File: src/rtl/csa_stream_accumulator_if.sv
// Operand/result stream bundle for csa_stream_accumulator.
// The master is the operand source and result sink; the slave is the accumulator.
interface csa_stream_accumulator_if #(
    parameter int W = 4
);
    logic         in_valid;
    logic         in_ready;
    logic [W-1:0] in_data;
    logic         out_valid;
    logic         out_ready;
    logic [W:0]   out_sum;
    logic         out_cout;

    modport master (
        output in_valid,
        output in_data,
        output out_ready,
        input  in_ready,
        input  out_valid,
        input  out_sum,
        input  out_cout
    );

    modport slave (
        input  in_valid,
        input  in_data,
        input  out_ready,
        output in_ready,
        output out_valid,
        output out_sum,
        output out_cout
    );
endinterface

File: src/rtl/csa_stream_accumulator.sv
// Serial multi-operand adder: operands arrive one per handshake and are folded
// into a carry-save pair; one carry-propagate add resolves each group of N.
//
// state      | meaning
// -----------+------------------------------------------------------------
// ST_ACCUM   | accepting operands, folding each into sum/carry vectors
// ST_RESOLVE | single cycle: carry-propagate add of sum and carry vectors
// ST_OUTPUT  | result presented and held until the downstream accepts it
module csa_stream_accumulator #(
    parameter int W = 4,
    parameter int N = 4
) (
    input  logic                      i_clk,
    input  logic                      i_rst,
    csa_stream_accumulator_if.slave   io_strm,
    output logic                      o_busy
);
    localparam int RW = W + 2;
    localparam logic [1:0] LAST = 2'(N - 1);

    typedef enum logic [1:0] {
        ST_ACCUM   = 2'd0,
        ST_RESOLVE = 2'd1,
        ST_OUTPUT  = 2'd2
    } state_t;

    state_t          r_state;
    state_t          w_next_state;
    logic [RW-1:0]   r_s;
    logic [RW-1:0]   r_c;
    logic [RW-1:0]   r_res;
    logic [1:0]      r_count;

    logic [RW-1:0]   w_x;
    logic [RW-1:0]   w_maj;
    logic            w_accept;
    logic            w_out_hs;
    logic            w_last;

    assign w_x      = {2'b00, io_strm.in_data};
    assign w_maj    = (r_s & r_c) | (r_s & w_x) | (r_c & w_x);
    assign w_accept = (r_state == ST_ACCUM) && io_strm.in_valid;
    assign w_out_hs = (r_state == ST_OUTPUT) && io_strm.out_ready;
    assign w_last   = (r_count == LAST);

    // Next-state decode for the accumulate / resolve / present sequence.
    always_comb begin
        w_next_state = r_state;
        case (r_state)
            ST_ACCUM:   if (w_accept && w_last) w_next_state = ST_RESOLVE;
            ST_RESOLVE: w_next_state = ST_OUTPUT;
            ST_OUTPUT:  if (io_strm.out_ready) w_next_state = ST_ACCUM;
            default:    w_next_state = ST_ACCUM;
        endcase
    end

    // State register.
    always_ff @(posedge i_clk or posedge i_rst) begin
        if (i_rst) r_state <= ST_ACCUM;
        else       r_state <= w_next_state;
    end

    // Carry-save accumulation, group counter and resolved result.
    always_ff @(posedge i_clk or posedge i_rst) begin
        if (i_rst) begin
            r_s     <= '0;
            r_c     <= '0;
            r_res   <= '0;
            r_count <= '0;
        end else begin
            if (w_accept) begin
                r_s     <= r_s ^ r_c ^ w_x;
                r_c     <= {w_maj[RW-2:0], 1'b0};
                r_count <= w_last ? 2'd0 : r_count + 2'd1;
            end
            if (r_state == ST_RESOLVE) begin
                r_res <= r_s + r_c;
            end
            if (w_out_hs) begin
                r_s     <= '0;
                r_c     <= '0;
                r_count <= '0;
            end
        end
    end

    // Outputs come only from state and registers; in_ready is also held low
    // while reset is asserted so no operand is taken during reset.
    assign io_strm.in_ready  = (r_state == ST_ACCUM) && !i_rst;
    assign io_strm.out_valid = (r_state == ST_OUTPUT);
    assign io_strm.out_sum   = r_res[W:0];
    assign io_strm.out_cout  = r_res[W+1];
    assign o_busy            = (r_count != 2'd0) || (r_state != ST_ACCUM);

endmodule
File: src/flat_wrapper.sv
// flat-port wrapper written by rule: the top's interface ports become plain ports
module csa_stream_accumulator_flat 
#(
    parameter int W = 4,
    parameter int N = 4
)
  (i_clk, i_rst, o_busy, io_strm_in_valid, io_strm_in_data, io_strm_out_ready, io_strm_in_ready, io_strm_out_valid, io_strm_out_sum, io_strm_out_cout);
  csa_stream_accumulator_if #(.W(W)) io_strm_i ();
  input  logic i_clk;
  input  logic i_rst;
  output logic o_busy;
  input wire logic [$bits(io_strm_i.in_valid)-1:0] io_strm_in_valid;
  input wire logic [$bits(io_strm_i.in_data)-1:0] io_strm_in_data;
  input wire logic [$bits(io_strm_i.out_ready)-1:0] io_strm_out_ready;
  output wire logic [$bits(io_strm_i.in_ready)-1:0] io_strm_in_ready;
  output wire logic [$bits(io_strm_i.out_valid)-1:0] io_strm_out_valid;
  output wire logic [$bits(io_strm_i.out_sum)-1:0] io_strm_out_sum;
  output wire logic [$bits(io_strm_i.out_cout)-1:0] io_strm_out_cout;
  assign io_strm_i.in_valid = io_strm_in_valid;
  assign io_strm_i.in_data = io_strm_in_data;
  assign io_strm_i.out_ready = io_strm_out_ready;
  assign io_strm_in_ready = io_strm_i.in_ready;
  assign io_strm_out_valid = io_strm_i.out_valid;
  assign io_strm_out_sum = io_strm_i.out_sum;
  assign io_strm_out_cout = io_strm_i.out_cout;
  csa_stream_accumulator #(.W(W), .N(N)) u_core (.i_clk(i_clk), .i_rst(i_rst), .io_strm(io_strm_i), .o_busy(o_busy));
endmodule
File: config.mk
export PLATFORM = sky130hd
export DESIGN_NAME = csa_stream_accumulator_flat
export DESIGN_NICKNAME = d
export VERILOG_FILES = /design/src/rtl/csa_stream_accumulator_if.sv /design/src/rtl/csa_stream_accumulator.sv /design/src/flat_wrapper.sv
export SDC_FILE = /design/constraint.sdc
export NUM_CORES = 1
export LEC_CHECK = 0
export ABC_AREA = 1
export CAP_MARGIN = 20
export CORE_MARGIN = 2
export CORE_UTILIZATION = 52
export CTS_BUF_LIST = sky130_fd_sc_hd__clkbuf_16
export CTS_CLUSTER_SIZE = 24
export DETAILED_ROUTE_END_ITERATION = 16
export GPL_TIMING_DRIVEN = 0
export PLACE_DENSITY = 0.76
export SYNTH_ARGS = -nofsm -noshare
export SYNTH_HDL_FRONTEND = slang
export SYNTH_SLANG_ARGS = --single-unit
File: constraint.sdc
create_clock -name i_clk -period 1.56 [get_ports i_clk]
set_input_delay 0.39 -clock i_clk [delete_from_list [all_inputs] [get_ports i_clk]]
set_output_delay 0.39 -clock i_clk [all_outputs]
set_load 0.01 [all_outputs]
==> impl_metrics.tcl <==
set metrics [dict create \
    status "finished, final reports clean" \
    layoutNonFillerInstCount 174 \
    fin_crit_sh 0.977 \
    clock-root-buffer "clkbuf_16" \
    p_seq_frac 0.340 \
    critPathCaptureType "output port" \
    drv_slew 0 \
    worst_path_max_delay_cell "clkdlybuf4s50_1" \
    worst_pin_slew_ps 790 \
    rows 16 \
    power_uw 2800 \
    clockPowerShare 0.189 \
    skew_ps 3.07 \
    setup_tns_ps 0 \
    setup_slack_ps 36.6 \
    n_antenna_cell 0 \
    nets 167 \
    hold_path.class "flop to flop" \
    cp_top_family "buffers and inverters" \
    rsz0062_at_grt "false" \
    grt_max_degree 22 \
    synth_area_sq_um 1120 \
    worst-path-buf-inv 1 \
    viasPerCell 4.89 \
    avgSynthCellArea_sq_um 9.10 \
    crit_fanout 2 \
    hold_viol 0 \
    critPathMaxStageDelay_ps 530 \
    layout_commonest_cell "nand2_1" \
    crit_type "flop to output port" \
    cellPowerDensity_nw_per_um2 1960 \
    wl_mm 2.05 \
    setup_violations 0 \
    syn_to_final_growth_pct 27.8 \
    cp.required_ps 1170 \
    numPlacedInstances 166 \
    clockBufferDepth 2 \
    comb_power_share 0.471 \
    p_int_uw 1740 \
    die-area_sq_um 2540 \
    fin_crit_ps 1520 \
    port_buffers 16 \
    drv_cap 0 \
    start_util 0.559 \
    num_vias 850 \
    io_pins 17 \
    hold_buffers 0 \
    ys_ff_latch 21 \
    placed_area_sq_um 1310 \
    dp_slack_ps -335 \
    remaining_drc_errors 0 \
    fmax_mhz 656 \
    post-dp-hpwl_mm 1.52 \
    final_cell_mix "nand2_1, inv_1, dfrtp_1" \
    grt_pass1_vias 879 \
    wl_per_cell_um 11.8 \
    ys_seq_area_frac 0.469 \
    grt_pass1_wl_mm 3.74 \
    antenna_found_initial 0 \
    antenna_left 0 \
    gr-total-overflow 0 \
    leakage_uw 0.000751 \
    drt-initial-drc-count 13 \
    cts_tree "yes" \
    nFillCells 161 \
    yosysWarnings 0 \
    switching_share 0.378 \
    cp.arrival_ps 1130 \
    synth_nets 142 \
    layout-drive-gt1-share 0.184 \
    stdcell_area_sq_um 1430 \
    worstSetupStartpointType "flop" \
    ir_drop_mv 1.29 \
    cts_num_sinks 21 \
    die_x_um 50.4 \
    gp_congestion 0.764 \
    grt_use_total 0.197 \
    firstDrtPassIters 4 \
    htree_levels 1 \
    relSlewSlack 0.473 \
    cts_buffers 3 \
    core_area_sq_um 2000 \
    insertion_delay_ps 250 \
    path_cells "clkdlybuf4s50_1" \
    yosysUniqueCellTypes 19 \
    clk_pin_slew_ps 60 \
    fp.dieH_um 50.4 \
    syn_inst 123 \
    p_sw_uw 1060 \
]
==> path summary, 6_finish.rpt <==
kind                                              from  slack (ps)                       endpoint  cells past startpoint
setup / recovery           u_core.r_res[0]$_DFFE_PP0N_          40             io_strm_out_sum[0]                      1
hold / removal             u_core.r_res[5]$_DFFE_PP0N_         480    u_core.r_res[5]$_DFFE_PP0N_                      2
setup reg to reg             u_core.r_c[1]$_DFFE_PP0P_         130    u_core.r_res[5]$_DFFE_PP0N_                      8
hold reg to reg            u_core.r_res[5]$_DFFE_PP0N_         480    u_core.r_res[5]$_DFFE_PP0N_                      2
max in group asynchronous                        i_rst         390  u_core.r_state[0]$_DFFE_PP0P_                      2
min in group asynchronous                        i_rst         630  u_core.r_state[1]$_DFFE_PP0P_                      2
==> routing by layer <==
layer	wire length, um	part of all wire	GRT usage	vias to the layer above
li1	-	-	-	438
met1	944	0.46	0.237	395
met2	1040	0.51	0.357	13
met3	43	0.021	0.0179	4
met4	26	0.013	0.0811	0
met5	0	0	0	-
==> metrics by stage <==
step / hold WS, ps / util
after floorplan: 367 / -
after global placement: 453 / 0.656
after detailed placement: 465 / 0.656
after CTS: 481 / 0.699
after global routing: 496 / 0.715
final: 475 / 0.715
==> flip-flops by register name (all words and copies together) (netlist names) <==
name,flops
u_core.r_state,2
u_core.r_res,6
u_core.r_c,5
u_core.r_s,6
u_core.r_count,2
==> layout make-up <==
type                            instances  area (sq um)  area share
Sequential cell                        21           528       0.369
Timing Repair Buffer                   20           186       0.130
Buffer                                  2          18.8      0.0131
Clock inverter                          1          3.75     0.00262
Clock buffer                            3          75.1      0.0524
Multi-Input combinational cell         76           495       0.346
Inverter                               24          90.1      0.0629
Tap cell                               27          33.8      0.0236
==> power groups by stage <==
stage	Combinational (uW)	Sequential, uW	Clock, uW
CTS	1280	949	540
finish	1320	952	529
global placement	1220	938	0
floorplan	845	951	0
detailed placement	1270	951	0
global route	1550	982	562
==> synthesized netlist by cell type <==
cell type / instances / area [sq um]
nand2_1: 29 / 109
inv_1: 22 / 82.6
dfrtp_1: 21 / 526
nand3_1: 8 / 40.0
ha_1: 7 / 87.6
o21ai_1: 7 / 35.0
o22ai_1: 6 / 37.5
fa_1: 4 / 80.1
nor2_1: 4 / 15.0
nand2_2: 3 / 18.8
inv_2: 2 / 7.51
nor2_4: 2 / 22.5
o21ai_0: 2 / 10.0
buf_4: 1 / 7.51
buf_6: 1 / 11.3
nor2_2: 1 / 6.26
nor3_1: 1 / 5.00
o22ai_2: 1 / 12.5
or2_2: 1 / 6.26
==> cell families after synthesis <==
kind of cell	after synthesis	share of synthesized area
adders and majority gates	11	0.150
buffers and inverters	26	0.0972
AOI/OAI and AO/OA	16	0.0849
and+or+nand+nor	49	0.199
DFF	21	0.469
==> timing repair <==
| action | 4_1_cts | 5_1_grt |
|---|---|---|
| pin swaps | 0 | 1 |
| endpoints found under the setup margin | 3 | 5 |
| hold endpoints to repair | 0 | 0 |
| setup buffers | 1 | 3 |
| gates resized for setup | 9 | 9 |
No activity file was read; power rests on OpenSTA's default activity.
